--- config.mk ---
export PLATFORM = sky130hd
export DESIGN_NAME = mem_bus_arbiter
export DESIGN_NICKNAME = d
export VERILOG_FILES = /design/src/rtl/mem_bus_arbiter.sv
export SDC_FILE = /design/constraint.sdc
export NUM_CORES = 1
export LEC_CHECK = 0
export ABC_AREA = 1
export CAP_MARGIN = 20
export CORE_AREA = 2 2 121 123
export CTS_BUF_LIST = sky130_fd_sc_hd__clkbuf_8 sky130_fd_sc_hd__clkbuf_16
export DETAILED_ROUTE_END_ITERATION = 7
export DIE_AREA = 0 0 123 125
export MAX_ROUTING_LAYER = met4
export SYNTH_ARGS = -nofsm -noshare
export SYNTH_HDL_FRONTEND = slang
export SYNTH_SLANG_ARGS = --single-unit
--- constraint.sdc ---
create_clock -name clk -period 1.74 [get_ports clk]
set_input_delay 0.348 -clock clk [delete_from_list [all_inputs] [get_ports clk]]
set_output_delay 0.348 -clock clk [all_outputs]
set_load 0.02 [all_outputs]
--- src/rtl/mem_bus_arbiter.sv ---
// Two-master arbiter for the native memory bus: one owner per transaction, a forced idle
// cycle between transactions, and a watchdog that aborts transactions the slave never acks.
module mem_bus_arbiter #(
    parameter int unsigned TIMEOUT_CYCLES = 255,
    parameter bit          FIXED_PRIO     = 1'b0
) (
    input  logic        clk,
    input  logic        resetn,

    input  logic        m0_valid,
    input  logic        m0_instr,
    input  logic [31:0] m0_addr,
    input  logic [31:0] m0_wdata,
    input  logic [3:0]  m0_wstrb,
    output logic        m0_ready,
    output logic [31:0] m0_rdata,

    input  logic        m1_valid,
    input  logic        m1_instr,
    input  logic [31:0] m1_addr,
    input  logic [31:0] m1_wdata,
    input  logic [3:0]  m1_wstrb,
    output logic        m1_ready,
    output logic [31:0] m1_rdata,

    output logic        s_valid,
    output logic        s_instr,
    output logic [31:0] s_addr,
    output logic [31:0] s_wdata,
    output logic [3:0]  s_wstrb,
    input  logic        s_ready,
    input  logic [31:0] s_rdata,

    output logic [1:0]  grant,
    output logic        timeout_err
);

    localparam logic [0:0] ST_IDLE = 1'b0;
    localparam logic [0:0] ST_BUSY = 1'b1;

    localparam bit          TO_EN   = (TIMEOUT_CYCLES != 0);
    localparam logic [15:0] TO_LAST = 16'(TIMEOUT_CYCLES - 1);

    logic [0:0]  r_state;
    logic [1:0]  r_grant;
    logic        r_last_m1;
    logic [15:0] r_cnt;
    logic        r_timeout_err;

    logic w_busy;
    logic w_own0;
    logic w_own1;
    logic w_owner_valid;
    logic w_expire;
    logic w_done;
    logic w_pick_m1;

    // Gating with resetn keeps a reset cycle from forwarding anything to either side.
    assign w_busy        = resetn && (r_state == ST_BUSY);
    assign w_own0        = w_busy && r_grant[0];
    assign w_own1        = w_busy && r_grant[1];
    assign w_owner_valid = (w_own0 && m0_valid) || (w_own1 && m1_valid);
    assign w_expire      = TO_EN && (r_cnt == TO_LAST) && !s_ready;
    assign w_done        = w_owner_valid && (s_ready || w_expire);

    // M1 wins alone, or on a tie when round-robin says M0 went last.
    assign w_pick_m1 = m1_valid && (!m0_valid || (!FIXED_PRIO && !r_last_m1));

    assign s_valid = w_owner_valid;
    assign s_instr = (w_own0 && m0_instr) || (w_own1 && m1_instr);
    assign s_addr  = ({32{w_own0}} & m0_addr)  | ({32{w_own1}} & m1_addr);
    assign s_wdata = ({32{w_own0}} & m0_wdata) | ({32{w_own1}} & m1_wdata);
    assign s_wstrb = ({4{w_own0}} & m0_wstrb)  | ({4{w_own1}} & m1_wstrb);

    assign m0_ready = w_own0 && w_done;
    assign m1_ready = w_own1 && w_done;
    // Read data only passes on a real slave ack, so an abort returns zero.
    assign m0_rdata = (w_own0 && s_ready) ? s_rdata : 32'h0000_0000;
    assign m1_rdata = (w_own1 && s_ready) ? s_rdata : 32'h0000_0000;

    assign grant       = r_grant;
    assign timeout_err = r_timeout_err;

    always_ff @(posedge clk) begin
        if (!resetn) begin
            r_state       <= ST_IDLE;
            r_grant       <= 2'b00;
            r_last_m1     <= 1'b1;
            r_cnt         <= 16'd0;
            r_timeout_err <= 1'b0;
        end else begin
            r_timeout_err <= 1'b0;
            case (r_state)
                ST_IDLE: begin
                    if (m0_valid || m1_valid) begin
                        r_state   <= ST_BUSY;
                        r_grant   <= w_pick_m1 ? 2'b10 : 2'b01;
                        r_last_m1 <= w_pick_m1;
                        r_cnt     <= 16'd0;
                    end
                end
                ST_BUSY: begin
                    if (!w_owner_valid || s_ready) begin
                        r_state <= ST_IDLE;
                        r_grant <= 2'b00;
                    end else if (w_expire) begin
                        r_state       <= ST_IDLE;
                        r_grant       <= 2'b00;
                        r_timeout_err <= 1'b1;
                    end else begin
                        r_cnt <= r_cnt + 16'd1;
                    end
                end
                default: begin
                    r_state <= ST_IDLE;
                    r_grant <= 2'b00;
                end
            endcase
        end
    end

endmodule

======== Word-level counts from Yosys, hierarchy flattened ========
Cells that the tools add are included.
word-level totals
  bits in registers ....................... 21
  input port bits ......................... 175
  output and inout port bits .............. 139
  word-level logic and storage cells ...... 66
cells by class
  add/sub/neg operators ................... 1
  equal/unequal tests ..................... 5
  muxes and demuxes ....................... 16
  bitwise operators ....................... 11
  reductions and logical operators ........ 28
operator list
  operator                                         count
  AND 32 bit                                       4
  two-way mux 32 bit                               2
  OR 32 bit                                        2
  two-way mux 16 bit                               3
  one-hot mux 16 bit (2 select lines)              1
  adder 16 x 1 -> 16 bit (second input constant)   1
  == test 16 x 8 -> 1 bit (second input constant)  1
  logical AND 1 bit                                14
  AND 4 bit                                        2
  two-way mux 2 bit                                4
  logical OR 1 bit                                 6
  != test 2 bit (second input constant)            3
  logical NOT 1 bit                                4
  two-way mux 1 bit                                4
  OR 4 bit                                         1
  one-hot mux 2 bit (2 select lines)               1
  AND reduction 2 bit                              2
  != test 3 x 1 -> 1 bit (second input constant)   1
  AND reduction 3 bit                              1
  OR reduction 3 bit                               1
  NOT 1 bit                                        2
  one-hot mux 1 bit (2 select lines)               1

======== Depth between registers and ports, before layout ========
  depth in word-level cells ............... 8
  mapped depth ............................ 11
  depth with buffers taken out ............ 11

======== Worst setup path before layout ========
No wires, ideal clock.
  kind .................................... register -> output
  start point ............................. register r_grant[1], in the netlist grant[1]
  end point ............................... output port m0_ready
  arrival time ............................ 1524 ps
  required time ........................... 1392 ps
  setup slack ............................. -132 ps
  stages on the path, launching flop included .. 7
  buffers on the path ..................... 0
  cell sequence ........................... dfxtp_1 > inv_1 > nor2_4 > nand2_1 > nand2_2 > nand2_1 > nor3_1
on the way
  longest elaborated chain between the ends .. 5
ends and longest elaborated chain
  item                    RTL line  RTL
  from (decl)             45        logic [1:0] r_grant;
  from (signal assigned)  97        r_grant <= w_pick_m1 ? 2'b10 : 2'b01;
  logical AND 1 bit       61        assign w_own1 = w_busy && r_grant[1];
  logical AND 1 bit       62        assign w_owner_valid = (w_own0 && m0_valid) || (w_own1 && m1_valid);
  logical OR 1 bit        62
  named net s_valid       26        output logic s_valid,
  logical AND 1 bit       64        assign w_done = w_owner_valid && (s_ready || w_expire);
  logical AND 1 bit       75        assign m0_ready = w_own0 && w_done;
  to (decl)               15        output logic m0_ready,
The timed path passes the listed nets, and every way through them passes these cells.

======== Final worst setup path ========
  start point ............................. register r_state
  end point ............................... output port m1_rdata[19]
on the way
  longest elaborated chain between the ends .. 4
ends and longest elaborated chain
  item                    RTL line  RTL
  from (decl)             44        logic [0:0] r_state;
  from (signal assigned)  86        r_state <= ST_IDLE;
  from (signal assigned)  96        r_state <= ST_BUSY;
  from (signal assigned)  104       r_state <= ST_IDLE;
  logical AND 1 bit       59        assign w_busy = resetn && (r_state == ST_BUSY);
  logical AND 1 bit       61
  logical AND 1 bit       79        assign m1_rdata = (w_own1 && s_ready) ? s_rdata : 32'h0000_0000;
  two-way mux 32 bit      79
  to (decl)               24        output logic [31:0] m1_rdata,
No other way between the ends.

==> flow_summary.yaml <==
timing:
  min_period_ps: 1855
  slew_violations: 0
  timing.final.crit_share_pct: 106.6
  fin_ws_ps: -115.5
  rsz0062_at_grt: "yes"
  clock.fmax_mhz: 539.0
  tightest_slew_ps: 374.3
  tns_ps: -8310
  setup_viol: 135
  slew_headroom_pct: 75.02
  fin_worst_skew_ps: 2.008
  hold_viol: 0
detailed_routing:
  post_drt_wl_per_cell_um: 18.28
  drc_errors: 0
  routed-via-count: 4224
  totalWireLength_mm: 17.37
  ant_nets: 0
  viasPerCell: 4.446
  drt_iter0_drc: 200
  drt_first_pass_iters: 4
outcome:
  status: "complete, but fails checks"
  violations: "negative setup slack"
global_route:
  antenna_found_initial: 2
  grt_pass1_vias: 4190
  track_usage_pct: 20.96
  grt_max_degree: 33
  grt_pass1_wl_mm: 24.35
  grt-ovfl-total: 0
clock_network:
  clockBufferDepth: 2
  root_buffer: "clkbuf_16"
  cts.htree.levels: 1
  insertion_delay_ps: 250
  cts.sinks: 21
  cts_made_buffers: 3
  ctsHoldBuffers: 0
  path_clk_slew_ps: 60
  cts_tree: "yes"
floorplan:
  core_area_mm2: 0.01420
  fp.dieH_um: 125
  initial_utilization_pct: 16.60
  io_pins: 314
  row_count: 44
  dieArea_mm2: 0.01538
  die_w_um: 123
final_layout:
  fillers: 1391
  syn2layout_area_growth_pct: 178.2
  final_nets: 941
  multiInputGateArea_mm2: 0.001767
  final_core_util_pct: 46.17
  layout-drive-gt1-share_pct: 32.63
  seq_area_um2: 421.7
critical_path:
  start_kind: "flip-flop"
  cp-end-kind: "primary output"
  crit_path_max_fanout: 32
  crit_required_ps: 1390
  arrival_ps: 1510
  crit_type: "reg2out"
place:
  io_buffers: 313
  place.gp.congestion: 0.9132
  dp_hpwl_mm: 13.11
synth:
  synth_nets: 579
  ys_ff_latch: 21
  syn_area_mm2: 0.002357
  synth_cells: 402
  ys_types: 23
  ys_seq_area_share_pct: 17.83
  synth_warnings: 0
  syn_area_per_cell_um2: 5.864
pwr:
  power.density_mw_per_mm2: 280.2
  peakVddDrop_mv: 0.3750
  p_leak_nw: 3.087
worst_hold_path:
  min_path_type: "reg2reg"
job:
  maxCapViolCount: 0
[synth_stat cells]
master | instances | area, um^2
nor2_1 | 92 | 345.3
nand2_1 | 70 | 262.8
a22o_1 | 69 | 604.3
inv_1 | 60 | 225.2
dfxtp_1 | 21 | 420.4
a21oi_1 | 18 | 90.09
nand3_1 | 18 | 90.09
buf_1 | 13 | 48.80
clkbuf_1 | 10 | 37.54
nor3_1 | 6 | 30.03
nand2_2 | 3 | 18.77
nand4_1 | 3 | 18.77
o22ai_1 | 3 | 18.77
buf_2 | 2 | 10.01
ha_1 | 2 | 25.02
nor2_4 | 2 | 22.52
nor3b_1 | 2 | 15.01
or2_2 | 2 | 12.51
xor2_1 | 2 | 17.52
buf_6 | 1 | 11.26
nand3_4 | 1 | 17.52
nor4_1 | 1 | 6.260
xnor2_1 | 1 | 8.760
[area by class of cell]
| cell class | instances | area share (%) |
|---|---|---|
| Timing Repair Buffer | 383 | 58.37 |
| Multi-Input combinational cell | 295 | 26.94 |
| Sequential cell | 21 | 6.430 |
| Tap cell | 184 | 3.511 |
| Inverter | 60 | 3.434 |
| Clock buffer | 3 | 1.145 |
| Antenna cell | 3 | 0.1145 |
| Clock inverter | 1 | 0.05724 |
[layer usage]
layer	vias up	routed length (um)	GRT usage [%]
met1	1986	6795	23.80
li1	2056	-	-
met4	0	516	7.353
met5	-	0	-
met2	152	8700	35.72
met3	30	1354	4.836
[layout by cell type (no fill, tap or decap), types with 2 or more instances in the layout]
| cell type | Yosys | final |
|---|---|---|
| dfxtp_1 | 21 | 20 |
| xor2_1 | 2 | 2 |
| buf_16 | 0 | 6 |
| inv_1 | 60 | 59 |
| nor2_2 | 0 | 9 |
| nor2_1 | 92 | 81 |
| nand2_4 | 0 | 2 |
| a21oi_1 | 18 | 18 |
| diode_2 | 0 | 3 |
| clkbuf_16 | 0 | 7 |
| or2_2 | 2 | 2 |
| a22o_1 | 69 | 59 |
| a22o_4 | 0 | 10 |
| buf_4 | 0 | 133 |
| nor3b_1 | 2 | 2 |
| nand3_1 | 18 | 17 |
| nor3_1 | 6 | 3 |
| nor3_2 | 0 | 3 |
| buf_12 | 0 | 9 |
| inv_2 | 0 | 2 |
| nand2_1 | 70 | 68 |
| nand4_1 | 3 | 3 |
| nand2_2 | 3 | 3 |
| o22ai_1 | 3 | 3 |
| buf_6 | 1 | 53 |
| nor2_4 | 2 | 4 |
| clkdlybuf4s50_1 | 0 | 175 |
[stage by stage]
stage	instances	worst slack (ps)	hold slack, ps	power (mW)	instance area (um^2)
after floorplan	402	-129.9	424.4	0.7039	2360
after global placement	921	-851.0	443.4	1.287	6066
after detailed placement	921	-903.8	443.6	1.290	6066
after CTS	940	-127.2	458.8	1.809	6248
after global routing	949	-198.8	519.6	1.916	6555
final	950	-115.5	459.5	1.837	6558
[what timing repair did]
| item | 4_1_cts | 5_1_grt |
|---|---|---|
| cloned | 6 | 6 |
| gates resized for setup | 694 | 47 |
| pin swaps | 17 | 10 |
| buffers inserted | 9 | 1 |
| endpoints found under the setup margin | 154 | 148 |
| endpoints found under the hold margin | 0 | 0 |
[registers in the layout (all words and copies together), names as in the netlist]
| name | cells |
|---|---|
| r_last_m1 | 1 |
| r_cnt | 16 |
| timeout_err | 1 |
| grant | 2 |
| r_state | 1 |
[critical path, cell delays in order, from the launching register on]
cell and delay [ps]:
dfxtp_2 360, nand2_4 90, nor2_4 160, buf_4 140, nand2_2 50, buf_12 170, nor2_1 120, buf_4 150
[kinds of logic after synthesis]
kind of cell	share of synthesized area [%]
buffers and inverters	14.12
and+or+nand+nor	35.62
xor gates and xnor gates	1.115
adders and majority gates	1.061
AOI/OAI and AO/OA	30.26
DFF	17.83
[worst paths after layout]
path                   from            to  slack [ps]  cells after the start
setup / recovery    r_state  m1_rdata[19]        -120                      7
hold / removal    r_last_m1     r_last_m1         460                      2
setup reg to reg   r_cnt[0]     r_cnt[14]         140                     11
hold reg to reg   r_last_m1     r_last_m1         460                      2
[power by group]
group          internal [mW]  switching, mW  total [mW]
logic                  0.537          0.320       0.857
registers              0.489        0.00536       0.495
clock network          0.306          0.180       0.486
Power figures use the tool's default switching activity.
